<file path="config.mk">
export PLATFORM = sky130hd
export DESIGN_NAME = sync_fifo
export DESIGN_NICKNAME = d
export VERILOG_FILES = /design/src/rtl/fifo_pkg.sv /design/src/rtl/fifo_mem.sv /design/src/rtl/sync_fifo.sv
export SDC_FILE = /design/constraint.sdc
export NUM_CORES = 2
export LEC_CHECK = 0
export CAP_MARGIN = 5
export CORE_ASPECT_RATIO = 1.5
export CORE_MARGIN = 4
export CORE_UTILIZATION = 30
export DETAILED_ROUTE_END_ITERATION = 7
export GPL_TIMING_DRIVEN = 0
export PLACE_DENSITY_LB_ADDON = 0.15
export SYNTH_ARGS = -nofsm -noshare
export SYNTH_HDL_FRONTEND = slang
export SYNTH_HIERARCHICAL = 1
export SYNTH_SLANG_ARGS = --single-unit
</file>
<file path="constraint.sdc">
create_clock -name clk -period 15.15 [get_ports clk]
set_input_delay 3.03 -clock clk [delete_from_list [all_inputs] [get_ports clk]]
set_output_delay 3.03 -clock clk [all_outputs]
set_load 0.1 [all_outputs]
</file>
<file path="src/rtl/fifo_pkg.sv">
// Shared defaults and width helpers for the synchronous FIFO and its environment.
package fifo_pkg;
  localparam int DATA_W = 128;
  localparam int DEPTH  = 16;

  typedef logic [DATA_W-1:0] fifo_data_t;

  function automatic int ptr_w(input int depth);
    return (depth > 1) ? $clog2(depth) : 1;
  endfunction

  function automatic int cnt_w(input int depth);
    return $clog2(depth) + 1;
  endfunction
endpackage

</file>
<file path="src/rtl/fifo_mem.sv">
// Simple dual-port register array with a registered read port; only the read register resets.
module fifo_mem
  import fifo_pkg::*;
#(
  parameter int DATA_W = fifo_pkg::DATA_W,
  parameter int DEPTH  = fifo_pkg::DEPTH,
  parameter int AW     = ptr_w(fifo_pkg::DEPTH)
) (
  input  logic              clk,
  input  logic              rstn,
  input  logic              we,
  input  logic [AW-1:0]     waddr,
  input  logic [DATA_W-1:0] wdata,
  input  logic              re,
  input  logic [AW-1:0]     raddr,
  output logic [DATA_W-1:0] rdata
);
  logic [DATA_W-1:0] mem [DEPTH];

  always_ff @(posedge clk)
    if (we) mem[waddr] <= wdata;

  // Same-address read and write returns the old word (read-before-write).
  always_ff @(posedge clk)
    if (!rstn)   rdata <= '0;
    else if (re) rdata <= mem[raddr];
endmodule

</file>
<file path="src/rtl/sync_fifo.sv">
// Single-clock FIFO: pointers, occupancy, registered status flags and error pulses around fifo_mem.
module sync_fifo
  import fifo_pkg::*;
#(
  parameter int DATA_W       = fifo_pkg::DATA_W,
  parameter int DEPTH        = fifo_pkg::DEPTH,
  parameter int ALM_FULL_TH  = 2,
  parameter int ALM_EMPTY_TH = 2
) (
  input  logic                       clk,
  input  logic                       rstn,
  input  logic                       i_wren,
  input  logic                       i_rden,
  input  logic [DATA_W-1:0]          i_wrdata,
  output logic                       o_full,
  output logic                       o_alm_full,
  output logic                       o_empty,
  output logic                       o_alm_empty,
  output logic [DATA_W-1:0]          o_rddata,
  output logic [$clog2(DEPTH):0]     o_count,
  output logic                       o_wr_err,
  output logic                       o_rd_err
);
  localparam int AW = ptr_w(DEPTH);
  localparam int CW = cnt_w(DEPTH);

  logic [AW-1:0] wr_ptr, rd_ptr;
  logic [CW-1:0] count_q, count_nxt;
  logic          rd_acc, wr_acc;

  // Acceptance looks only at registered flags, so no input reaches an output combinationally.
  assign rd_acc = i_rden && !o_empty;
  assign wr_acc = i_wren && (!o_full || rd_acc);

  always_comb begin
    count_nxt = count_q;
    if (wr_acc && !rd_acc)      count_nxt = count_q + CW'(1);
    else if (rd_acc && !wr_acc) count_nxt = count_q - CW'(1);
  end

  always_ff @(posedge clk) begin
    if (!rstn) begin
      wr_ptr      <= '0;
      rd_ptr      <= '0;
      count_q     <= '0;
      o_full      <= 1'b0;
      o_alm_full  <= 1'b0;
      o_empty     <= 1'b1;
      o_alm_empty <= 1'b1;
      o_wr_err    <= 1'b0;
      o_rd_err    <= 1'b0;
    end else begin
      if (wr_acc) wr_ptr <= wr_ptr + AW'(1);
      if (rd_acc) rd_ptr <= rd_ptr + AW'(1);
      count_q     <= count_nxt;
      // Flags track the next count so they line up with o_count.
      o_full      <= (count_nxt == CW'(DEPTH));
      o_alm_full  <= (count_nxt >= CW'(DEPTH - ALM_FULL_TH));
      o_empty     <= (count_nxt == '0);
      o_alm_empty <= (count_nxt <= CW'(ALM_EMPTY_TH));
      o_wr_err    <= i_wren && !wr_acc;
      o_rd_err    <= i_rden && o_empty;
    end
  end

  assign o_count = count_q;

  fifo_mem #(.DATA_W(DATA_W), .DEPTH(DEPTH), .AW(AW)) u_mem (
    .clk  (clk),
    .rstn (rstn),
    .we   (wr_acc && rstn),
    .waddr(wr_ptr),
    .wdata(i_wrdata),
    .re   (rd_acc),
    .raddr(rd_ptr),
    .rdata(o_rddata)
  );
endmodule

</file>
# ---- Word-level counts from Yosys, hierarchy flattened
# Memory sizes are Yosys's and may differ from the RTL's. A register that Yosys moved wholly into a read port is not among the register bits.
# Index checks and enable logic that the tools add are counted.
dict set report word_totals {
  out_inout_bits 139
  input_bits 132
  register_bits 19
  mem_count 1
  ramBits 2048
  word_cells 35
}
# memory depth width rd rd_ports_with_merged_regs wr line
set mem_list {}
lappend mem_list {u_mem.mem 16 128 1 1 1 fifo_mem.sv:18} ;# logic [DATA_W-1:0] mem [DEPTH];
dict set report classes {
  reduce_logical 14
  n_lt_le_gt_ge 2
  n_eq_ne 1
  n_mux 4
  addsub 4
}
# operator count
set op_table {}
lappend op_table {{$mux 5} 2}
lappend op_table {{$add 4x1->4 const B} 2}
lappend op_table {{$logic_and 1x1->1} 7}
lappend op_table {{$add 5x1->5 const B} 1}
lappend op_table {{$eq 5x5->1 const B} 1}
lappend op_table {{$ge 5x4->1 const B} 1}
lappend op_table {{$le 5x2->1 const B} 1}
lappend op_table {{$logic_not 1->1} 5}
lappend op_table {{$logic_not 5->1} 1}
lappend op_table {{$sub 5x1->5 const B} 1}
lappend op_table {{$mux 1} 2}
lappend op_table {{$logic_or 1x1->1} 1}

# ---- Longest topological paths before layout
dict set report logic_depth {
  word_depth 9
  ltp_mapped 9
  mapped_depth_nobuf 7
}

# ---- Cells and area by module
# Netlist, hierarchy kept.
# module area_each_um2 cells_each seq_area_each_um2 n_inst
set modules_own_cells {}
lappend modules_own_cells {fifo_mem 82491.6 4461 64061.4 1}
lappend modules_own_cells {sync_fifo 929.6 98 380.4 1}

# ---- Worst setup path after synthesis
# No wires, ideal clock.
dict set report synth_path {
  kind {input to register}
  startpoint {input port i_rden}
  endpoint {memory u_mem.mem[0][0] (enable)}
  setup_time_ps 772
  n_path_buf 0
  cell_stages 5
  path_slack_ps 1583
  arrival_time_ps 12795
  path_cell_list {nand2b_4 a21boi_1 and2_1 or3b_2 nor3_1}
}
dict set report synth_via {
  elab_chain_len 6
}
# item line
set synth_rtl {}
lappend synth_rtl {{from (decl)} sync_fifo.sv:13} ;# input logic i_rden,
lappend synth_rtl {{$logic_and 1x1->1} sync_fifo.sv:32} ;# assign rd_acc = i_rden && !o_empty;
lappend synth_rtl {{$logic_or 1x1->1} sync_fifo.sv:33} ;# assign wr_acc = i_wren && (!o_full || rd_acc);
lappend synth_rtl {{$logic_and 1x1->1} sync_fifo.sv:33}
lappend synth_rtl {{$logic_and 1x1->1} sync_fifo.sv:71} ;# .we (wr_acc && rstn),
lappend synth_rtl {{$mux 1} fifo_mem.sv:21} ;# if (we) mem[waddr] <= wdata;
lappend synth_rtl {{$mux 1 (implied by the code)} fifo_mem.sv:21}
lappend synth_rtl {{to (decl)} fifo_mem.sv:18}
# No other way between the ends.

# ---- Final worst setup path
dict set report layout_path {
  startpoint {input port i_rden}
  endpoint {memory u_mem.mem[0][11] (enable)}
}
# Same word-level chain as after synthesis.

==> metrics.txt <==
drt wl/cell=28.7 um; Least-Margin Pin Slew=between 1 and 1.5 ns; PostCTS Resize Cnt=0; Vias=44300; initial antenna violation count=47; synth unique cells=56; DR pass1 iterations=5; vias in the first global route=roughly 46000; CTS max path bufs=4; unrepaired setup endpoints after global routing=no; CTS Buf Count=220; Synth Cell Area=around 0.083 mm2; I/O Buffers=between 200 and 300; clock-pin slew of the registers on the worst-case setup and hold paths=0.06 ns; Pleak=around 32 nW; Hold Fails Final Rpt=0; sequential-to-total area share from yosys stat=between 70 and 80%; Post-Synthesis Cells=roughly 4600; # setup viols final=0; final RePlAce weighted congestion=just over 0.7; share of post-route cells with drive strength above 1=15.1%; final slew viol count=0; CTS tree=yes; Design Power=0.0138 W; Avg Cell Area, Syn=18.3 um2; final core occ=between 30% and 40%; CTS root buf=clkbuf_16; Post-CTS Setup Inserts=0; Ys Warns=6; Initial Utilization=approximately 30%; H-tree levels=4; EDFF count, synth=roughly 2000; skew final=0.0621 ns; maxcap violations=0; Max Clk Rate=~150 MHz; period utilization=between 40 and 50%; grt total ovfl=0; data arrival time of the critical path=slightly above 7 ns; Tmin final=roughly 6.6 ns; DP HPWL=about 180000 um; CP startpoint kind=input port; Critical Path RT=about 16 ns; initial DRC count=about 3300; nets@finish=between 5000 and 6000; Antenna Violating Nets Remaining=0; CTS Sinks=between 2000 and 2500; Async S/R FF share, synth=0%; Seq cells post-synth=2195; WS Path Type=in -> reg; status=finished, final reports clean; standard-cell rows=roughly 240; die height=654 um; CTS Hold Bufs=0; Die X=439 um; Final WS setup=~8.6 ns; PD cells=137 mW/mm2; syn nets=around 4700; pre-CTS setup slack=7.71 ns; post-DR vias/cell=between 4 and 5; io pins=approximately 270; Crit. End Element=flip-flop; first-pass GRT wire length=between 300000 and 400000 um; relative slew slack=about a tenth; drt drc=0; area growth from synthesis to layout=21.0%; total global-route track usage=around 18%; Worst Hold Class=reg -> reg; die area=about 0.29 mm2; most used flip-flop cell after synthesis=edfxtp_1; final setup TNS=0 ns; DRT Wirelength=~260000 um; Peak VDD IR=0.0828 mV; Core Area=around 0.28 mm2; largest net degree at the start of global routing=24; Worst-Skew Late Latency=0.86 ns; CP max FO=9
==> flip-flops by register name (all words and copies together), names as in the netlist, 4 cells and up <==
register / flops
u_mem/mem: 2048
u_mem/rdata: 128
rd_ptr: 4
wr_ptr: 4
o_count: 5
==> cell type report <==
type / count / area [um2]
fillers: 25800 / 175000
plain buffers: 261 / 1580
repair buffers: 441 / 5570
well taps: 3689 / 4620
clock inverters: 92 / 992
flip-flops and latches: 2195 / 64400
inverters: 5 / 23.8
clock buffers: 309 / 6210
diodes: 10 / 25.0
multi-input cells: 2098 / 17500
==> worst paths after layout <==
path,from,to,slack [ns],cells after the start
max,i_rden,u_mem/mem[0][11],8.56,11
min reg2reg,u_mem/rdata[57],u_mem/rdata[57],0.45,2
max reg2reg,o_empty,u_mem/mem[0][11],10.92,10
min,u_mem/rdata[57],u_mem/rdata[57],0.45,2
==> cells in the mapped netlist, types with 2 or more instances <==
master    instances  share of area [%]
mux2i_1         872                 10
nand3_1         238                1.4
and2_1            4              0.030
buf_2            75               0.45
xor2_1            5              0.052
nor2b_1           7              0.052
a21oi_1         144               0.86
nor3b_2           2              0.030
nor2_1           24               0.11
dfxtp_1         147                3.5
and3b_1           2              0.021
buf_4            89               0.80
edfxtp_1       2048                 74
clkbuf_1         70               0.31
mux4_2          102                2.8
buf_1             4              0.018
a221oi_2          7               0.13
inv_1             4              0.018
xnor2_1           2              0.021
nand3b_1          3              0.027
nor3_1            8              0.048
ha_1              4              0.060
a221oi_1         45               0.47
buf_6            17               0.23
nand2b_1          3              0.023
a22oi_1         268                2.4
o21ai_0          54               0.32
and3_1            2              0.015
nand4_1           2              0.015
nand2_1         278                1.3
clkbuf_4          4              0.036
==> cell families (layout without fill, tap and decap cells) <==
| logic type | Yosys count | count (layout) | share of synthesized area, % |
|---|---|---|---|
| DFF | 2195 | 2195 | 77.2 |
| muxes | 974 | 974 | 13.2 |
| and+or+nand+nor | 585 | 585 | 3.19 |
| AOI/OAI and AO/OA | 528 | 528 | 4.29 |
| buffers and inverters | 266 | 1108 | 1.92 |
| xor gates and xnor gates | 7 | 7 | 0.0735 |
| adders and majority gates | 4 | 4 | 0.0600 |
| other | 0 | 10 | 0 |
==> where the power goes <==
group,switching (W),internal [W]
clock network,0.00230,0.00320
logic,0.00104,0.000462
registers,0.0000645,0.00672
==> layer usage <==
layer	routed length [um]	GRT usage [%]
met1	103000	21.0
met2	140000	33.3
met3	11900	3.15
met4	6510	4.38
met5	142	0
==> worst max-delay path, cell delays in order <==
cell             delay (ns)
clkdlybuf4s50_1        0.62
nand2b_4               0.16
a21boi_1               0.65
and2_1                 0.29
or3b_2                 0.58
nor3_2                 0.80
buf_8                  0.25
buf_8                  0.16
buf_6                  0.19
buf_6                  0.18
buf_8                  0.16
==> metrics by stage <==
step | instances | hold WS [ns] | cell area, um2
final | 9100 | 0.455 | 101000
after global routing | 9091 | 0.481 | 101000
after CTS | 9090 | 0.458 | 101000
after detailed placement | 8689 | 0.444 | 93700
after global placement | 8518 | 0.438 | 90700
after floorplan | 4559 | 0.490 | 83400
==> cells in the final DEF (no fill, tap or decap), types with 5 or more instances in the layout <==
master / synthesis / routed
a21oi_1: 144 / 144
a221oi_1: 45 / 45
a221oi_2: 7 / 7
a22oi_1: 268 / 268
buf_12: 1 / 74
buf_16: 0 / 16
buf_2: 75 / 75
buf_4: 89 / 89
buf_6: 17 / 88
buf_8: 1 / 12
bufinv_16: 0 / 21
clkbuf_1: 70 / 125
clkbuf_16: 0 / 224
clkbuf_8: 0 / 29
clkdlybuf4s50_1: 0 / 270
clkinv_1: 0 / 26
clkinv_2: 0 / 34
clkinvlp_4: 0 / 8
dfxtp_1: 147 / 147
diode_2: 0 / 10
edfxtp_1: 2048 / 2048
mux2i_1: 872 / 872
mux4_2: 102 / 102
nand2_1: 278 / 278
nand3_1: 238 / 238
nor2_1: 24 / 12
nor2_4: 1 / 13
nor2b_1: 7 / 7
nor3_2: 1 / 5
o21ai_0: 54 / 54
xor2_1: 5 / 5
No activity file was read; power rests on OpenSTA's default activity.
